<file path="config.mk">
export PLATFORM = sky130hd
export DESIGN_NAME = shift_reg_seq_ctrl
export DESIGN_NICKNAME = d
export VERILOG_FILES = /design/src/rtl/shift_reg_seq_ctrl.sv
export SDC_FILE = /design/constraint.sdc
export NUM_CORES = 1
export LEC_CHECK = 0
export CORE_ASPECT_RATIO = 1.1
export CORE_MARGIN = 5
export CORE_UTILIZATION = 41
export CTS_CLUSTER_DIAMETER = 80
export CTS_CLUSTER_SIZE = 20
export DETAILED_ROUTE_END_ITERATION = 16
export GPL_TIMING_DRIVEN = 1
export PLACE_DENSITY = 0.72
export SYNTH_ARGS = -nofsm -noshare
export SYNTH_HDL_FRONTEND = slang
export SYNTH_SLANG_ARGS = --single-unit
</file>
<file path="constraint.sdc">
create_clock -name clk -period 1.4 [get_ports clk]
set_input_delay 0.35 -clock clk [delete_from_list [all_inputs] [get_ports clk]]
set_output_delay 0.35 -clock clk [all_outputs]
set_load 0.02 [all_outputs]
</file>
<file path="src/rtl/shift_reg_seq_ctrl.sv">
// ---------------------------------------------------------------------------
// shift_reg_seq_ctrl
//   Command-driven sequencer wrapped around a WIDTH-bit shift register.
//   A host hands over one command at a time (valid/ready). The command runs
//   one of four operations in either direction, then the block pulses done:
//     SISO : shift cmd_nshift times (0 is a no-op that still pulses done)
//     PISO : load cmd_pdata, then shift WIDTH times out of serial_out
//     SIPO : clear, then shift WIDTH bits in from serial_in
//     PIPO : load cmd_pdata, no shifting
//
// Ports
//   clk, rst      rising-edge clock, synchronous active-high reset
//   cmd_valid     command present            cmd_ready  high only in IDLE
//   cmd_mode      00 SISO 01 PISO 10 SIPO 11 PIPO
//   cmd_dir       0 shift right, 1 shift left
//   cmd_pdata     parallel load value (PISO/PIPO)
//   cmd_nshift    shift count (SISO only)
//   serial_in     bit entering the register on a shift edge
//   serial_out    bit that leaves on the next shift (combinational from q)
//   shift_en      register shifts at the end of this cycle
//   busy          controller is not idle
//   done          one-cycle completion pulse
//   q, q_bar      register contents and its complement
// ---------------------------------------------------------------------------
module shift_reg_seq_ctrl #(
   parameter int WIDTH = 4,
   parameter int CNT_W = 3
) (
   input  logic             clk,
   input  logic             rst,
   input  logic             cmd_valid,
   output logic             cmd_ready,
   input  logic [1:0]       cmd_mode,
   input  logic             cmd_dir,
   input  logic [WIDTH-1:0] cmd_pdata,
   input  logic [CNT_W-1:0] cmd_nshift,
   input  logic             serial_in,
   output logic             serial_out,
   output logic             shift_en,
   output logic             busy,
   output logic             done,
   output logic [WIDTH-1:0] q,
   output logic [WIDTH-1:0] q_bar
);

   // The counter has to hold both the SISO shift count and WIDTH.
   localparam int WCNT_W = $clog2(WIDTH + 1);
   localparam int CW     = (CNT_W > WCNT_W) ? CNT_W : WCNT_W;

   localparam logic [1:0] M_SISO = 2'b00;
   localparam logic [1:0] M_PISO = 2'b01;
   localparam logic [1:0] M_SIPO = 2'b10;
   localparam logic [1:0] M_PIPO = 2'b11;

   typedef enum logic [1:0] {
      S_IDLE  = 2'd0,
      S_LOAD  = 2'd1,
      S_SHIFT = 2'd2,
      S_DONE  = 2'd3
   } state_t;

   state_t           r_state;
   state_t           w_state_nxt;
   logic             w_accept;

   logic [WIDTH-1:0] r_q;
   logic [CW-1:0]    r_cnt;
   logic [1:0]       r_mode;
   logic             r_dir;
   logic [WIDTH-1:0] r_pdata;

   logic [WIDTH-1:0] w_q_shifted;

   // ------------------------------------------------------------------
   // FSM state register
   // ------------------------------------------------------------------
   always_ff @(posedge clk) begin
      if (rst) r_state <= S_IDLE;
      else     r_state <= w_state_nxt;
   end

   // ------------------------------------------------------------------
   // FSM next-state and control outputs
   // ------------------------------------------------------------------
   always_comb begin
      w_state_nxt = r_state;
      w_accept    = 1'b0;
      cmd_ready   = 1'b0;
      busy        = 1'b1;
      shift_en    = 1'b0;
      done        = 1'b0;
      case (r_state)
         S_IDLE: begin
            cmd_ready = 1'b1;
            busy      = 1'b0;
            if (cmd_valid) begin
               w_accept = 1'b1;
               if (cmd_mode == M_SISO)
                  // SISO needs no load; a zero count completes immediately.
                  w_state_nxt = (cmd_nshift != '0) ? S_SHIFT : S_DONE;
               else
                  w_state_nxt = S_LOAD;
            end
         end
         S_LOAD: begin
            w_state_nxt = (r_mode == M_PIPO) ? S_DONE : S_SHIFT;
         end
         S_SHIFT: begin
            shift_en = 1'b1;
            // The edge that consumes the last count also leaves SHIFT.
            if (r_cnt <= CW'(1))
               w_state_nxt = S_DONE;
         end
         S_DONE: begin
            done        = 1'b1;
            w_state_nxt = S_IDLE;
         end
         default: w_state_nxt = S_IDLE;
      endcase
   end

   // ------------------------------------------------------------------
   // Datapath: command latch, shift counter, register
   // ------------------------------------------------------------------
   assign w_q_shifted = r_dir ? {r_q[WIDTH-2:0], serial_in}
                              : {serial_in, r_q[WIDTH-1:1]};

   always_ff @(posedge clk) begin
      if (rst) begin
         r_q     <= '0;
         r_cnt   <= '0;
         r_mode  <= M_SISO;
         r_dir   <= 1'b0;
         r_pdata <= '0;
      end else begin
         case (r_state)
            S_IDLE: begin
               // Every command field is frozen here; later bus changes
               // cannot disturb a running operation.
               if (w_accept) begin
                  r_mode  <= cmd_mode;
                  r_dir   <= cmd_dir;
                  r_pdata <= cmd_pdata;
                  r_cnt   <= CW'(cmd_nshift);
               end
            end
            S_LOAD: begin
               r_q   <= (r_mode == M_SIPO) ? '0 : r_pdata;
               r_cnt <= CW'(WIDTH);
            end
            S_SHIFT: begin
               // Counts above WIDTH simply keep shifting: old data wraps
               // out of serial_out and serial_in refills the register.
               r_q   <= w_q_shifted;
               r_cnt <= r_cnt - CW'(1);
            end
            S_DONE: begin
               r_cnt <= '0;
            end
            default: r_cnt <= '0;
         endcase
      end
   end

   // The outgoing bit follows the direction of the last accepted command.
   assign serial_out = r_dir ? r_q[WIDTH-1] : r_q[0];
   assign q          = r_q;
   assign q_bar      = ~r_q;

endmodule

</file>
==> results.json <==
{
  "vias": 926,
  "max-cap-violations": 0,
  "power.switching_w": 0.001465,
  "drc": 0,
  "clock_latency_ns": 0.28,
  "grt_pass1_vias": 855,
  "gp_congestion": 0.7992,
  "cts.path.max_buffers": 2,
  "slew_headroom_pct": 77.35,
  "design.die.area_mm2": 0.003269,
  "clock-sinks": 16,
  "post-route-util_pct": 66.09,
  "cts_tree": "yes",
  "io_buffer_count": 26,
  "status": "complete, but fails checks",
  "grt_start_max_net_pins": 12,
  "critical_path_arrival_ns": 1.63,
  "reg2reg_depth": 7,
  "reg2reg_to": "r_state[0]",
  "p_seq_share_pct": 22.3,
  "rows": 18,
  "violations": "setup timing",
  "path_max_fanout": 6,
  "worst-path-buf-inv": 3,
  "synth_cells": 114,
  "syn_area_per_cell_um2": 8.001,
  "fin_skew_ns": 0.001889,
  "p_leak_nw": 0.5660,
  "areaGrowthSynthToFinish_pct": 58.30,
  "crit_top_cell": "buf_6",
  "powerDensity_mw_per_mm2": 2313,
  "timing.final.crit_period_ns": 1.456,
  "worstHoldEndpoint": "r_pdata[1]",
  "antenna_left": 0,
  "synth_cell_types": 25,
  "fin_nets": 175,
  "antenna_found_initial": 0,
  "syn-num-nets": 135,
  "coreArea_mm2": 0.002185,
  "cp-startpoint": "r_state[1]",
  "drtIter0Drc": 15,
  "total_power_w": 0.003340,
  "critPathTopFamily": "flip-flops",
  "slowest_stage": "dfxtp_2",
  "hold_depth": 2,
  "grt_remaining_overflow": 0,
  "sw_frac_of_total_pct": 43.85,
  "initial_core_util_pct": 41.75,
  "boundaryPins": 27,
  "worst_pin_slew_ns": 0.3389,
  "p_int_w": 0.001875,
  "grt_pass1_wl_mm": 3.719,
  "startpoint_type": "flip-flop",
  "cts_max_level": 1,
  "final-setup-viol-count": 3,
  "viasPerCell": 5.060,
  "final_hold_viol_count": 0,
  "n_antenna_cell": 0,
  "ys_ff_latch": 16,
  "rrSetupSlack_ns": -0.06,
  "worstPathRequired_ns": 1.58,
  "cp_cell_sequence": "buf_6 -> ha_4 -> buf_6 -> inv_2 -> o311ai_4 -> mux2i_1 -> nor2_1",
  "max-vdd-ir-drop_mv": 1.517,
  "syn_area_um2": 912.1,
  "numCtsBuffers": 3,
  "setup_slack_ns": -0.05633,
  "hp-start": "r_pdata[1]",
  "fin_crit_sh_pct": 104.0,
  "fp.dieW_um": 54.97,
  "die_h_um": 59.47,
  "r2r_start": "r_state[1]",
  "hp-class": "reg -> reg",
  "ctsRootBufferMaster": "clkbuf_4",
  "hpwl_mm": 1.784,
  "rsz0062_at_grt": "true",
  "drive_gt1_share_pct": 33.33,
  "fill_cells": 177,
  "max_clock_freq_ghz": 0.6867,
  "totalWireLength_mm": 2.393,
  "routedWlPerCell_um": 13.08,
  "max_stage_delay_ns": 0.35,
  "yosys_warnings": 0,
  "clockPowerShare_pct": 8.9,
  "cts_hold_buffers": 0,
  "finalSetupTns_ns": -0.1155,
  "clkTransAtPathRegs_ns": 0.09,
  "crit_type": "reg -> reg",
  "slew_viol_final": 0,
  "critical_path.endpoint_type": "flip-flop",
  "track_usage_pct": 15.56,
  "drtPass1Iterations": 4,
  "yosysSeqAreaShare_pct": 35.12,
  "p_comb_share_pct": 68.8
}
[sequential cells by signal (all words and copies together), names as in the netlist]
register	count
q	4
r_pdata	4
r_cnt	3
r_mode	2
r_state	2
r_dir	1
[metrics by stage]
stage,instance area (um^2),setup WS [ns],cells,hold WS (ns)
CTS,1404,-0.1174,184,0.4647
finish,1444,-0.05633,183,0.4684
detailed placement,1316,-0.1727,178,0.4509
floorplan,938.4,-0.01553,114,0.4367
global placement,1316,-0.1509,178,0.4466
global route,1444,-0.1197,183,0.4908
[power groups by stage]
stage          sequential, W  combinational (W)  clock [W]
2_1_floorplan       0.000748            0.00122          0
3_3_place_gp        0.000701            0.00197          0
6_report            0.000744            0.00230   0.000299
5_1_grt             0.000766            0.00250   0.000329
4_1_cts             0.000716            0.00212   0.000308
3_5_place_dp        0.000709            0.00201          0
[synthesized netlist by cell type]
library cell / count / area [um^2]
or2b_1: 1 / 7.510
nor2b_1: 1 / 6.260
nand2b_4: 1 / 13.76
a31oi_1: 1 / 6.260
o311ai_4: 1 / 26.28
a211oi_1: 5 / 37.54
inv_1: 10 / 37.54
o211ai_1: 2 / 15.01
nand2_1: 13 / 48.80
a311oi_1: 2 / 17.52
o21ai_0: 4 / 20.02
dfxtp_1: 16 / 320.3
clkbuf_1: 2 / 7.510
nand3b_1: 1 / 7.510
or3_1: 1 / 6.260
a211oi_2: 1 / 12.51
mux2i_1: 5 / 50.05
nor2_1: 14 / 52.55
ha_1: 7 / 87.58
buf_1: 1 / 3.750
buf_2: 4 / 20.02
inv_2: 1 / 3.750
xor2_1: 1 / 8.760
nand3_1: 7 / 35.03
a21oi_1: 12 / 60.06
[metal layers]
layer | vias up | wire [um] | GRT usage [%]
li1 | 467 | - | -
met5 | - | 0 | 0
met3 | 4 | 86 | 2.015
met1 | 432 | 973 | 18.34
met2 | 23 | 1286 | 27.87
met4 | 0 | 46 | 5.556
[worst max path at each step]
stage / to / slack [ns] / depth (start not counted)
6_report: r_state[0] / -0.06 / 7
5_1_grt: r_cnt[1] / -0.12 / 7
4_1_cts: r_state[0] / -0.12 / 8
3_5_place_dp: busy / -0.17 / 4
3_3_place_gp: busy / -0.15 / 4
2_1_floorplan: r_state[0] / -0.02 / 6
[what timing repair did]
action | 4_1_cts | 5_1_grt
pin swaps | 8 | 6
setup buffers | 2 | 0
resized for setup | 49 | 20
setup endpoints to repair | 20 | 18
[layout make-up]
type / count / area (um^2) / share of cell area (%)
timing repair buffer: 42 / 390.4 / 27.04
inverter: 11 / 46.29 / 3.206
multi-input combinational: 80 / 603.1 / 41.77
clock buffer: 4 / 36.28 / 2.513
tap: 30 / 37.54 / 2.600
sequential: 16 / 330.3 / 22.88
[logic make-up (layout without fill, tap and decap cells)]
kind of cell,count (synthesis),in the layout,share of synthesized area (%)
DFF,16,16,35.12
and+or+nand+nor,39,39,19.48
muxes,5,5,5.487
adders and majority gates,7,7,9.602
xor gates and xnor gates,1,1,0.9604
buffers and inverters,18,57,7.956
AOI/OAI and AO/OA,28,28,21.40
[worst register-to-register path, cell delays in order, from the launching register on]
cell and delay [ns]:
dfxtp_2 0.35, buf_6 0.11, ha_4 0.13, buf_6 0.12
inv_2 0.05, o311ai_4 0.31, mux2i_1 0.23, nor2_1 0.05
[layout by cell type, fill, tap and decap left out, types with 3 or more instances in the layout]
cell type        count
nor2_1              13
dlygate4sd2_1        6
dfxtp_1             10
clkdlybuf4s50_1     13
mux2i_1              5
inv_2                3
nand3_1              7
ha_4                 4
o21ai_1              3
dfxtp_2              5
buf_4               11
a21oi_2              3
a21oi_1              9
ha_1                 3
clkbuf_4             3
nand2_1             13
inv_1                7
a211oi_2             5
buf_6                7
Power figures use the tool's default switching activity.
==> RTL change: new RTL, config.mk and constraints unchanged <==
Make the reset (`rst`) asynchronous in 2 clocked blocks. Comments in the files are not updated.
--- a/src/rtl/shift_reg_seq_ctrl.sv
+++ b/src/rtl/shift_reg_seq_ctrl.sv
@@ -76,3 +76,3 @@
    // ------------------------------------------------------------------
-   always_ff @(posedge clk) begin
+   always_ff @(posedge clk or posedge rst) begin
       if (rst) r_state <= S_IDLE;
@@ -127,3 +127,3 @@
 
-   always_ff @(posedge clk) begin
+   always_ff @(posedge clk or posedge rst) begin
       if (rst) begin
Function: differs if rst is asserted again (counterexample within 4 cycles, from zero or initial values and one cycle with rst high); with rst held inactive, the same outputs for 10 cycles.
==> RTL change against the original RTL <==
  * The flow still finishes with violations (setup timing)
  * Non-clock buffer count increased by 7
  * Core utilization increased by 0.57 points
  * Routed wire length decreased by 3.5%
  * Area after synthesis increased by 5.2%
  * Final area increased by 4.0%
  * Total power increased by 15%
  * Sequential cell count unchanged
  * Global-route usage decreased by 0.92 points
  * Largest cell class unchanged
  * Worst setup slack got worse by 0.092 ns
  * Critical endpoint is now r_state[0]
  * Combinational power increased by 17%
  * Critical path type unchanged
  * Largest power group unchanged
==> RTL change: results (changes against the original RTL) <==
CP Max Fanout 4 (-2); FFs w/ async S/R, synth 100% (+100 points); syn_nets 114 (-16%); sequential area share after synthesis 41.7% (+6.6 points); nonclk inv count 13 (+2); Multi-In Gates 60 (-25%); Critical-path top delay cell dfrtp_1; adder-cell share of the synthesized area 9.13% (-0.48 points); WP data arrival 1.73 ns (+0.10 ns); placed cell areas 1420 µm² (+7.6%); metal2 WL 1220 µm (-5.3%); met3 wire len 78 µm (-9.3%); Post-Syn Area per Cell 10.3 µm² (+29%); status finished, violations left; final setup vio count 9 (+6); share of cells above drive strength 1 36.2% (+2.8 points); slack of the critical path -0.149 ns (-0.0923 ns); Non-clk bufs 49 (+17%); Die Area 3410 µm² (+4.3%); routed vias/inst 4.99 (-1.3%); Crit. Startpoint r_state[0]; failing checks setup timing; clkbuf count 3 (-1); Final Total Pwr 3830 µW (+15%); GR Util met2 26.4% (-1.5 points); Netlist cell types 27 (+8.0%); final wirelength 2310 µm (-3.5%); Post-synth top cells dfrtp_1 (16), inv_1 (12), mux2_1 (11), nand2_1 (9); pin count of the biggest net entering global routing 17 (+5); clock-net power 244 µW (-18%); M1 GR Usage 16.4% (-2.0 points); Final HPWL DP 1840 µm (+3.1%); RR Endpoint r_state[0]; Comb. pwr 2690 µW (+17%); Final non-clock buffer share 28.3% (+1.2 points)
## RTL change: cell count changes in the layout (fill, tap and decap cells not counted), moves of 7 or more
cell / unedited run / this run
dfrtp_1: 0 / 16
dfxtp_1: 10 / 0
a21oi_1: 9 / 1
mux2_1: 0 / 11
buf_4: 11 / 18
nand3_1: 7 / 0
## RTL change: stage by stage
| step | utilization [%] | setup slack [ns] | setup TNS (ns) | hold WS [ns] |
|---|---|---|---|---|
| 4_1_cts | 65.9 | -0.185 | -0.719 | 0.359 |
| 2_1_floorplan | - | -0.133 | -0.133 | 0.264 |
| 5_1_grt | 66.7 | -0.201 | -1.11 | 0.372 |
| 6_report | 66.7 | -0.149 | -0.585 | 0.351 |
| 3_5_place_dp | 62.9 | -0.232 | -2.45 | 0.485 |
| 3_3_place_gp | 62.9 | -0.202 | -2.05 | 0.476 |
## RTL change: what timing repair did
item | CTS | global route
setup buffers | 0 | 1
endpoints found under the setup margin | 24 | 19
pin swaps | 5 | 3
resized for setup | 56 | 11
